<file path="src/rtl/fifo_arbiter_rr_pkg.sv">
// Shared definitions for the FIFO arbiter slice: controller state encoding and
// default sizing used by both the arbiter and the controller FSM.
package fifo_arbiter_rr_pkg;

    typedef enum logic [3:0] {
        StReset  = 4'b0001,
        StInit   = 4'b0010,
        StIdle   = 4'b0100,
        StActive = 4'b1000
    } ctrl_state_e;

    localparam int unsigned NumFifosDefault = 4;
    localparam int unsigned DataWDefault    = 6;

    // A single FIFO still needs a 1-bit pointer so the vectors stay legal.
    function automatic int unsigned ptr_width(int unsigned n);
        return (n > 1) ? $clog2(n) : 1;
    endfunction

endpackage

</file>
<file path="src/rtl/rr_priority_sel.sv">
// Combinational round-robin picker: grants the first requester found when
// scanning from ptr upwards, wrapping modulo NUM_FIFOS.
module rr_priority_sel
    import fifo_arbiter_rr_pkg::*;
#(
    parameter int unsigned NUM_FIFOS = NumFifosDefault,
    parameter int unsigned PTR_W     = ptr_width(NUM_FIFOS)
) (
    input  logic [NUM_FIFOS-1:0] req,
    input  logic [PTR_W-1:0]     ptr,
    output logic [NUM_FIFOS-1:0] grant,
    output logic [PTR_W-1:0]     index
);

    logic             found;
    logic [PTR_W-1:0] cand;

    always_comb begin
        grant = '0;
        index = '0;
        found = 1'b0;
        cand  = '0;
        for (int unsigned k = 0; k < NUM_FIFOS; k++) begin
            cand = PTR_W'((32'(ptr) + k) % NUM_FIFOS);
            if (!found && req[cand]) begin
                found       = 1'b1;
                grant[cand] = 1'b1;
                index       = cand;
            end
        end
    end

endmodule

</file>
<file path="src/rtl/fifo_arbiter_rr.sv">
// Round-robin drain of NUM_FIFOS input FIFOs into one output FIFO, with an
// occupancy hysteresis pause and a running transfer count.
module fifo_arbiter_rr
    import fifo_arbiter_rr_pkg::*;
#(
    parameter int unsigned NUM_FIFOS = NumFifosDefault,
    parameter int unsigned DATA_W    = DataWDefault
) (
    input  logic                        clk,
    input  logic                        reset,
    input  logic [3:0]                  state,
    input  logic [2:0]                  umbral_superior,
    input  logic [2:0]                  umbral_inferior,
    input  logic [NUM_FIFOS-1:0]        in_empty,
    input  logic [NUM_FIFOS*DATA_W-1:0] in_data,
    input  logic [3:0]                  out_count,
    output logic [NUM_FIFOS-1:0]        pop,
    output logic                        push,
    output logic [DATA_W-1:0]           data_out,
    output logic                        paused,
    output logic [7:0]                  xfer_count
);

    localparam int unsigned     PtrW    = ptr_width(NUM_FIFOS);
    localparam logic [PtrW-1:0] LastIdx = PtrW'(NUM_FIFOS - 1);

    logic [NUM_FIFOS-1:0] req;
    logic [NUM_FIFOS-1:0] grant;
    logic [PtrW-1:0]      grant_idx;
    logic [PtrW-1:0]      ptr_q, ptr_d;
    logic [PtrW-1:0]      sel_q, sel_d;
    logic                 push_q, push_d;
    logic                 paused_q, paused_d;
    logic [DATA_W-1:0]    data_q, data_d;
    logic [7:0]           xfer_q, xfer_d;
    logic [4:0]           occ;
    logic                 active;
    logic                 set_pause;
    logic                 clr_pause;

    assign req = ~in_empty;

    rr_priority_sel #(
        .NUM_FIFOS (NUM_FIFOS),
        .PTR_W     (PtrW)
    ) u_sel (
        .req   (req),
        .ptr   (ptr_q),
        .grant (grant),
        .index (grant_idx)
    );

    // Outputs are gated by reset so the synchronous reset wins within its own cycle.
    always_comb begin
        active    = !reset && (state == StActive) && !paused_q;
        pop       = active ? grant : '0;
        push      = push_q && !reset;
        data_out  = data_q;
        if (reset) begin
            data_out = '0;
        end else if (push) begin
            data_out = in_data[32'(sel_q) * DATA_W +: DATA_W];
        end
        occ       = 5'(out_count) + 5'(push);
        set_pause = occ >= 5'(umbral_superior);
        clr_pause = occ <= 5'(umbral_inferior);
        paused     = paused_q;
        xfer_count = xfer_q;
    end

    always_comb begin
        ptr_d    = ptr_q;
        sel_d    = sel_q;
        push_d   = |pop;
        paused_d = paused_q;
        data_d   = data_out;
        xfer_d   = xfer_q;
        if (|pop) begin
            ptr_d = (grant_idx == LastIdx) ? '0 : grant_idx + PtrW'(1);
            sel_d = grant_idx;
        end
        // Hysteresis is frozen outside ACTIVE; set beats clear.
        if (state == StActive) begin
            if (set_pause) begin
                paused_d = 1'b1;
            end else if (clr_pause) begin
                paused_d = 1'b0;
            end
        end
        if (push) begin
            xfer_d = xfer_q + 8'd1;
        end
    end

    always_ff @(posedge clk) begin
        if (reset) begin
            ptr_q    <= '0;
            sel_q    <= '0;
            push_q   <= 1'b0;
            paused_q <= 1'b0;
            data_q   <= '0;
            xfer_q   <= '0;
        end else begin
            ptr_q    <= ptr_d;
            sel_q    <= sel_d;
            push_q   <= push_d;
            paused_q <= paused_d;
            data_q   <= data_d;
            xfer_q   <= xfer_d;
        end
    end

endmodule

</file>
<file path="config.mk">
export PLATFORM = sky130hd
export DESIGN_NAME = fifo_arbiter_rr
export DESIGN_NICKNAME = d
export VERILOG_FILES = /design/src/rtl/fifo_arbiter_rr_pkg.sv /design/src/rtl/rr_priority_sel.sv /design/src/rtl/fifo_arbiter_rr.sv
export SDC_FILE = /design/constraint.sdc
export NUM_CORES = 1
export LEC_CHECK = 0
export ABC_AREA = 1
export CAP_MARGIN = 20
export CORE_UTILIZATION = 45
export DETAILED_ROUTE_END_ITERATION = 6
export GPL_ROUTABILITY_DRIVEN = 0
export PLACE_DENSITY = 0.78
export SLEW_MARGIN = 20
export SYNTH_ARGS = -nofsm -noshare
export SYNTH_HDL_FRONTEND = slang
export SYNTH_SLANG_ARGS = --single-unit
</file>
<file path="constraint.sdc">
create_clock -name clk -period 3 [get_ports clk]
set_input_delay 0.3 -clock clk [delete_from_list [all_inputs] [get_ports clk]]
set_output_delay 0.3 -clock clk [all_outputs]
set_load 0.05 [all_outputs]
</file>
==> impl_metrics.env, run 1 <==
export IMPL_cp_start_kind="flop"
export IMPL_finalSetupTns_ps=0
export IMPL_clock_root_buffer="clkbuf_8"
export IMPL_die_area_sq_um=4040
export IMPL_hold_class="reg -> reg"
export IMPL_synth_async_reset_ratio=0
export IMPL_synth_top_cell_area_share=0.235
export IMPL_nNetsFinal=387
export IMPL_r2r_slack_ps=580
export IMPL_via_per_inst=5.13
export IMPL_yosysMostFrequentCell="nand2_1"
export IMPL_maxCapViolCount=0
export IMPL_hp_start="xfer_count[7]"
export IMPL_synth_edff_count=0
export IMPL_synth_top_area_cell="dfxtp_1"
export IMPL_power_density_nw_per_um2=286
export IMPL_ys_flop_type="dfxtp_1"
export IMPL_slew_headroom=0.663
export IMPL_ys_seq_elements=20
export IMPL_worstSetupPathType="reg -> out"
export IMPL_tightestPinTransition_ps=504
export IMPL_syn_num_nets=322
export IMPL_ys_types=28
export IMPL_reg2reg_depth=15
export IMPL_grt_pass1_wl_microns=6980
export IMPL_dieHeight_microns=63.6
export IMPL_drive_gt1_frac=0.129
export IMPL_cellLeakagePower_nw=1.10
export IMPL_dp_cells=371
export IMPL_cp_end_kind="output port"
export IMPL_rsz0062_at_grt="no"
export IMPL_route_detailed_drc=0
export IMPL_start_util=0.466
export IMPL_finalWirelength_microns=4180
export IMPL_core_region_area_sq_um=3660
export IMPL_postRouteAntennaNets=0
export IMPL_cts_buffer_depth=2
export IMPL_critPathMaxStageDelay_ps=550
export IMPL_ctsResizeCount=0
export IMPL_drtPass1Iterations=4
export IMPL_peakVddDrop_uv=194
export IMPL_ios=64
export IMPL_cts_max_level=1
export IMPL_yosysWarnings=0
export IMPL_cts_buffers=3
export IMPL_cp_max_fo=11
export IMPL_rows=22
export IMPL_io_buffers=63
export IMPL_hold_viol=0
export IMPL_grt_pass1_vias=1623
export IMPL_dr_total_vias=1920
export IMPL_syn_area_sq_um=1710
export IMPL_place_hpwl_microns=3380
export IMPL_crit_path_frequent_cell="inv_1"
export IMPL_worstPathCellList="inv_2 > ha_1 > inv_1 > nand3_2 > nand2_4 > nor2_4 > nand4_1 > nand3_1 > nand2_1 > inv_1 > buf_4"
export IMPL_postCtsHoldBufs=0
export IMPL_min_period_over_period=0.913
export IMPL_post_place_ws_ps=394
export IMPL_cts_setup_buffers=0
export IMPL_fin_skew_ps=1.37
export IMPL_cts_tree="yes"
export IMPL_antennaDiodeCount=0
export IMPL_min_path_cells=1
export IMPL_drt_iter0_markers=91
export IMPL_cp_required_ps=2700
export IMPL_slew_viol_final=0
export IMPL_fin_cells=374
export IMPL_area_growth_pct=41.0
export IMPL_hold_end="xfer_count[7]"
export IMPL_setup_viol=0
export IMPL_cts_sinks=20
export IMPL_crit_slowest_cell="dfxtp_1"
export IMPL_status="completed"
export IMPL_grt_max_degree=15
export IMPL_wire_per_inst_microns=11.2
export IMPL_synth_area_leaders="dfxtp_1 23%, ha_1 11%, nand2_1 11%"
export IMPL_syn_avg_cell_area_sq_um=6.48
export IMPL_clk_pin_slew_ps=70
export IMPL_synth_cells=263
export IMPL_clock_latency_ps=260
export IMPL_critPathTopFamily="simple AND/OR/NAND/NOR gates"
export IMPL_crit_buf_inv=4
export IMPL_worstPathArrival_ps=2440
export IMPL_antenna_found_initial=0
export IMPL_synthTopCellsByCount="50 x nand2_1, 33 x nor2_1, 32 x inv_1"
export IMPL_power_mw=0.689
export IMPL_max_freq_mhz=365
export IMPL_track_usage=0.215
export IMPL_fin_ws_ps=262
export IMPL_overflow=0
export IMPL_yosysSeqAreaShare=0.235
export IMPL_die_x_microns=63.6
export IMPL_min_period_ps=2740
-- flip-flops by register name (all words and copies together), names as in the netlist, named ones only --
name / flops
ptr_q: 1
data_q: 6
push_q: 1
xfer_count: 8
sel_q: 2
paused: 1
-- metrics by stage --
step	hold slack (ps)	util	area, sq um
CTS	468	0.657	2400
finish	467	0.657	2400
global route	503	0.657	2400
floorplan	510	-	1710
detailed placement	453	0.646	2360
global placement	458	0.646	2360
-- where the power goes --
| part | switching (mW) | total, mW | internal [mW] | leakage, nW |
|---|---|---|---|---|
| sequential | 0.00675 | 0.279 | 0.272 | 0.161 |
| combinational | 0.128 | 0.235 | 0.107 | 0.913 |
| clock | 0.0856 | 0.175 | 0.0895 | 0.0216 |
-- how the worst max path moves through the flow --
| stage | slack [ps] | startpoint | depth (start not counted) | to |
|---|---|---|---|---|
| final | 260 | flop | 11 | pop[1] |
| after global routing | 70 | flop | 11 | pop[0] |
| after CTS | 280 | flop | 11 | pop[0] |
| after detailed placement | 390 | reset | 5 | data_out[1] |
| after global placement | 400 | reset | 5 | data_out[5] |
| after floorplan | 180 | push_q | 12 | paused |
-- logic make-up (layout without fill, tap and decap cells) --
group,after synthesis,after routing,share of synthesized area
compound gates,48,48,0.164
xor+xnor,4,4,0.0205
fa+ha+maj,15,15,0.110
buf+inv,43,106,0.101
flops,20,20,0.235
simple gates,133,133,0.371
-- cells in the final DEF, fill, tap and decap left out, drive strengths merged --
master and instances:
clkdlybuf4s50 54, a21boi 1, nand4 4, clkbuf 3, buf 12, nor3 8
dfxtp 20, a211oi 1, a31oi 14, nor2 36, nand2 61, a32o 1
nand3 23, ha 15, xnor2 1, o21ai 22, nor4 1, inv 37
xor2 3, a21oi 9
-- per-layer routing --
metal,global-route usage,vias to the layer above,routed length (microns)
met1,0.284,871,2050
met3,0.0417,5,157
li1,-,999,-
met2,0.344,45,1920
met5,0,-,0
met4,0.0739,0,48
-- cell type report --
type / count / area (sq um)
Fill cell: 353 / 1260
Sequential cell: 20 / 400
Inverter: 37 / 139
Tap cell: 48 / 60.1
Clock buffer: 3 / 41.3
Multi-Input combinational cell: 200 / 1130
Timing Repair Buffer: 66 / 631
-- worst register-to-register path: stages (launching register included) --
cell and delay [ps]:
dfxtp_1 550, inv_2 180, ha_1 370, inv_1 90
nand3_2 100, nand2_4 80, nor2_4 210, nand4_1 120
nand3_1 100, nand2_1 100, nand2_2 130, inv_2 50
nand2_4 80, nand2_2 60, nand2_1 50, nor2_1 40
(Power assumes the default switching activity.)
==> run 2, diff against run 1 <==
- RECOVER_POWER: not set -> 100
==> impl_metrics.env, run 2 (synthesis results as in run 1) <==
export IMPL_status="completed"
export IMPL_fin_skew_ps=2.11
export IMPL_finalWirelength_microns=4170
export IMPL_die_area_sq_um=4040
export IMPL_postCtsHoldBufs=0
export IMPL_final_common_cell="nand2_1"
export IMPL_largest_register_ffs=8
export IMPL_cp_required_ps=2700
export IMPL_route_detailed_drc=0
export IMPL_grtUsageMet3=0.0417
export IMPL_r2r_slack_ps=560
export IMPL_hold_viol=0
export IMPL_p_sw_mw=0.221
export IMPL_use_met2=0.344
export IMPL_drt_iter0_markers=102
export IMPL_busiest_layer="met2"
export IMPL_ctsResizeCount=0
export IMPL_antenna_found_initial=0
export IMPL_hp_start="xfer_count[7]"
export IMPL_postLayoutCellArea_sq_um=2370
export IMPL_dieHeight_microns=63.6
export IMPL_cp_end_kind="output port"
export IMPL_cts_tree="yes"
export IMPL_pwr_share_comb=0.337
export IMPL_whs_ps=461
export IMPL_reg2reg_depth=15
export IMPL_worstSetupPathType="reg -> out"
export IMPL_cellLeakagePower_nw=1.11
export IMPL_drive_gt1_frac=0.104
export IMPL_start_util=0.466
export IMPL_pwr_share_clk=0.257
export IMPL_clock_latency_ps=260
export IMPL_wire_per_inst_microns=11.1
export IMPL_dp_cells=371
export IMPL_hold_class="reg -> reg"
export IMPL_min_period_over_period=0.926
export IMPL_die_x_microns=63.6
export IMPL_via_per_inst=5.14
export IMPL_nNetsFinal=387
export IMPL_use_met1=0.284
export IMPL_p_int_mw=0.465
export IMPL_p_seq_frac=0.406
export IMPL_antennaDiodeCount=0
export IMPL_placed_cell_area_sq_um=2360
export IMPL_core_region_area_sq_um=3660
export IMPL_clk_pin_slew_ps=70
export IMPL_rows=22
export IMPL_area_growth_pct=38.8
export IMPL_fin_util=0.647
export IMPL_cts_buffer_depth=2
export IMPL_min_path_cells=1
export IMPL_setup_viol=0
export IMPL_slew_viol_final=0
export IMPL_track_usage=0.215
export IMPL_dr_total_vias=1923
export IMPL_maxCapViolCount=0
export IMPL_fin_ws_ps=221
export IMPL_ios=64
export IMPL_clock_root_buffer="clkbuf_8"
export IMPL_finalSetupTns_ps=0
export IMPL_fin_cells=374
export IMPL_slew_headroom=0.587
export IMPL_hold_end="xfer_count[7]"
export IMPL_rsz0062_at_grt="no"
export IMPL_cp_max_fo=11
export IMPL_grt_pass1_wl_microns=6980
export IMPL_final_cell_mix="51 x nand2_1, 42 x clkdlybuf4s50_1, 34 x nor2_1"
export IMPL_post_place_ws_ps=394
export IMPL_overflow=0
export IMPL_cts_max_level=1
export IMPL_tightestPinTransition_ps=622
export IMPL_peakVddDrop_uv=194
export IMPL_postRouteAntennaNets=0
export IMPL_power_mw=0.686
export IMPL_io_buffers=63
export IMPL_place_hpwl_microns=3380
export IMPL_power_density_nw_per_um2=290
export IMPL_drtPass1Iterations=4
export IMPL_cts_sinks=20
export IMPL_cts_buffers=3
export IMPL_grt_max_degree=15
export IMPL_max_freq_mhz=360
export IMPL_p_sw_frac=0.322
export IMPL_cp_start_kind="flop"
export IMPL_grt_pass1_vias=1623
export IMPL_cts_setup_buffers=0
export IMPL_min_period_ps=2780
export IMPL_worstPathArrival_ps=2480
-- run 2: worst max path at each step --
stage | startpoint | to | cells past startpoint
final | flop | pop[1] | 11
after CTS | flop | pop[0] | 11
after global routing | flop | pop[2] | 11
after floorplan | push_q | paused | 12
after detailed placement | reset | data_out[1] | 5
after global placement | reset | data_out[5] | 5
-- run 2: power by group through the flow --
| stage | clock (mW) | sequential [mW] | combinational [mW] |
|---|---|---|---|
| after global routing | 0.190 | 0.280 | 0.256 |
| after global placement | 0 | 0.285 | 0.232 |
| after CTS | 0.181 | 0.278 | 0.235 |
| final | 0.176 | 0.279 | 0.231 |
| after floorplan | 0 | 0.288 | 0.141 |
| after detailed placement | 0 | 0.285 | 0.234 |
-- run 2: cell type report --
type	instances	area [sq um]
Fill cell	362	1290
Multi-Input combinational cell	200	1120
Timing Repair Buffer	66	604
Sequential cell	20	400
Inverter	37	139
Tap cell	48	60.1
Clock buffer	3	41.3
-- run 2: per-layer routing --
layer	share of wire	vias up
met5	0	-
met4	0.015	0
met3	0.036	7
met2	0.46	42
met1	0.49	874
li1	-	1000
-- run 2: critical path, cell delays in order (launching register included) --
cell and delay [ps]:
dfxtp_1 550, inv_2 180, ha_1 370, inv_1 90, nand3_2 100, nand2_4 80
nor2_4 210, nand4_1 120, nand3_1 100, nand2_1 90, inv_1 70, buf_2 250
==> run 3, diff against run 2 <==
- CORE_UTILIZATION: 45 -> 46
- CTS_CLUSTER_DIAMETER: not set -> 30
- SYNTH_HIERARCHICAL: not set -> 1
==> impl_metrics.env, run 3 <==
export IMPL_status="completed"
export IMPL_slew_viol_final=0
export IMPL_critPathTopFamily="buffers and inverters"
export IMPL_finalWirelength_microns=4440
export IMPL_worstSetupPathType="reg -> out"
export IMPL_hold_viol=0
export IMPL_fin_util=0.672
export IMPL_clock_root_buffer="clkbuf_8"
export IMPL_place_hpwl_microns=3490
export IMPL_overflow=0
export IMPL_ctsResizeCount=0
export IMPL_min_period_over_period=0.914
export IMPL_synthTopCellsByCount="47 x nand2_1, 43 x nor2_1, 38 x inv_1"
export IMPL_ys_types=36
export IMPL_power_density_nw_per_um2=303
export IMPL_synth_top_area_cell="dfxtp_1"
export IMPL_core_region_area_sq_um=3770
export IMPL_cellLeakagePower_nw=1.20
export IMPL_syn_num_nets=346
export IMPL_dieHeight_microns=65.7
export IMPL_worstPathCellList="bufinv_8 > ha_1 > inv_1 > nand3_1 > nand2_2 > nor2_8 > nand3_1 > nand3_1 > inv_1 > nor2_1 > clkbuf_2"
export IMPL_drtPass1Iterations=4
export IMPL_synth_area_leaders="dfxtp_1 21%, ha_1 10%, nand2_1 9.5%"
export IMPL_ys_flop_type="dfxtp_1"
export IMPL_crit_path_frequent_cell="nand3_1"
export IMPL_peakVddDrop_uv=181
export IMPL_worstPathArrival_ps=2440
export IMPL_rows=22
export IMPL_yosysSeqAreaShare=0.215
export IMPL_fin_skew_ps=7.98
export IMPL_final_cell_mix="48 x nand2_1, 43 x nor2_1, 42 x clkdlybuf4s50_1"
export IMPL_finalSetupTns_ps=0
export IMPL_postLayoutCellArea_sq_um=2530
export IMPL_cp_required_ps=2700
export IMPL_synth_edff_count=0
export IMPL_start_util=0.494
export IMPL_cp_max_fo=9
export IMPL_min_period_ps=2740
export IMPL_cts_sinks=20
export IMPL_ys_seq_elements=20
export IMPL_final_common_cell="nand2_1"
export IMPL_via_per_inst=5.01
export IMPL_ios=64
export IMPL_dr_total_vias=1998
export IMPL_route_detailed_drc=0
export IMPL_wire_per_inst_microns=11.1
export IMPL_placed_cell_area_sq_um=2510
export IMPL_grt_pass1_vias=1779
export IMPL_setup_viol=0
export IMPL_synth_cells=287
export IMPL_hp_start="xfer_count[5]"
export IMPL_area_growth_pct=35.9
export IMPL_cts_setup_buffers=0
export IMPL_critPathMaxStageDelay_ps=470
export IMPL_slew_headroom=0.590
export IMPL_critPathLaunch="ptr_q[1]"
export IMPL_postRouteAntennaNets=0
export IMPL_track_usage=0.211
export IMPL_cts_tree="yes"
export IMPL_yosysWarnings=6
export IMPL_crit_slowest_cell="dfxtp_1"
export IMPL_cp_start_kind="flop"
export IMPL_postCtsHoldBufs=0
export IMPL_grt_max_degree=19
export IMPL_rsz0062_at_grt="no"
export IMPL_fillers=354
export IMPL_cts_buffers=3
export IMPL_syn_avg_cell_area_sq_um=6.50
export IMPL_cts_buffer_depth=2
export IMPL_max_freq_mhz=365
export IMPL_maxCapViolCount=0
export IMPL_cp_end_kind="output port"
export IMPL_yosysMostFrequentCell="nand2_1"
export IMPL_clk_pin_slew_ps=80
export IMPL_die_area_sq_um=4310
export IMPL_synth_top_cell_area_share=0.215
export IMPL_hold_class="reg -> reg"
export IMPL_cts_max_level=1
export IMPL_drt_iter0_markers=101
export IMPL_nNetsFinal=411
export IMPL_io_buffers=63
export IMPL_synth_async_reset_ratio=0
export IMPL_die_x_microns=65.7
export IMPL_largest_register_ffs=8
export IMPL_drive_gt1_frac=0.0855
export IMPL_regToRegStartpoint="ptr_q[1]"
export IMPL_clock_latency_ps=260
export IMPL_tightestPinTransition_ps=618
export IMPL_crit_buf_inv=4
export IMPL_grt_pass1_wl_microns=7220
export IMPL_syn_area_sq_um=1860
export IMPL_antennaDiodeCount=0
export IMPL_antenna_found_initial=0
## run 3: path summary, 6_finish.rpt
check,endpoint,slack (ps),cells past startpoint
worst max register to register,sel_q[1],400,12
worst min-delay path,xfer_count[5],490,2
worst min register to register,xfer_count[5],490,2
worst max-delay path,pop[3],260,11
## run 3: tightest hold or removal path: stages (launching register included)
cell     delay, ps
dfxtp_1        340
inv_1           70
a21oi_2         40
## run 3: area by class of cell
cell class | count | area [sq um] | share of cell area
timing repair buffer | 66 | 598 | 0.236
clock buffer | 3 | 41.3 | 0.0163
sequential | 20 | 400 | 0.158
inverter | 44 | 186 | 0.0736
multi-input combinational | 217 | 1220 | 0.480
clock inverter | 1 | 30.0 | 0.0119
tap | 48 | 60.1 | 0.0237
## run 3: cells by family after synthesis
| kind of cell | Yosys count | share of synthesized area |
|---|---|---|
| xor gates and xnor gates | 2 | 0.00940 |
| and+or+nand+nor | 142 | 0.376 |
| AOI/OAI and AO/OA | 58 | 0.179 |
| DFF | 20 | 0.215 |
| buffers and inverters | 50 | 0.120 |
| adders and majority gates | 15 | 0.101 |
## run 3: where the power goes
group	switching, mW	total [mW]	internal (mW)
combinational	0.115	0.217	0.102
clock	0.0951	0.273	0.178
sequential	0.00581	0.276	0.270
total	0.216	0.767	0.551
## run 3: per-layer routing
layer / vias to the layer above / wire [microns] / global-route usage
met4: 0 / 57 / 0.0625
met2: 59 / 2120 / 0.378
met3: 7 / 231 / 0.0417
met5: - / 0 / 0
met1: 865 / 2030 / 0.248
li1: 1067 / - / -
## run 3: through the flow
stage               hold WS, ps  setup slack, ps  power, mW  cells
floorplan                   517              455      0.416    287
global placement            475              591      0.500    395
detailed placement          480              545      0.503    395
CTS                         494              343      0.775    399
global route                509             83.5      0.811    399
finish                      492              258      0.767    399
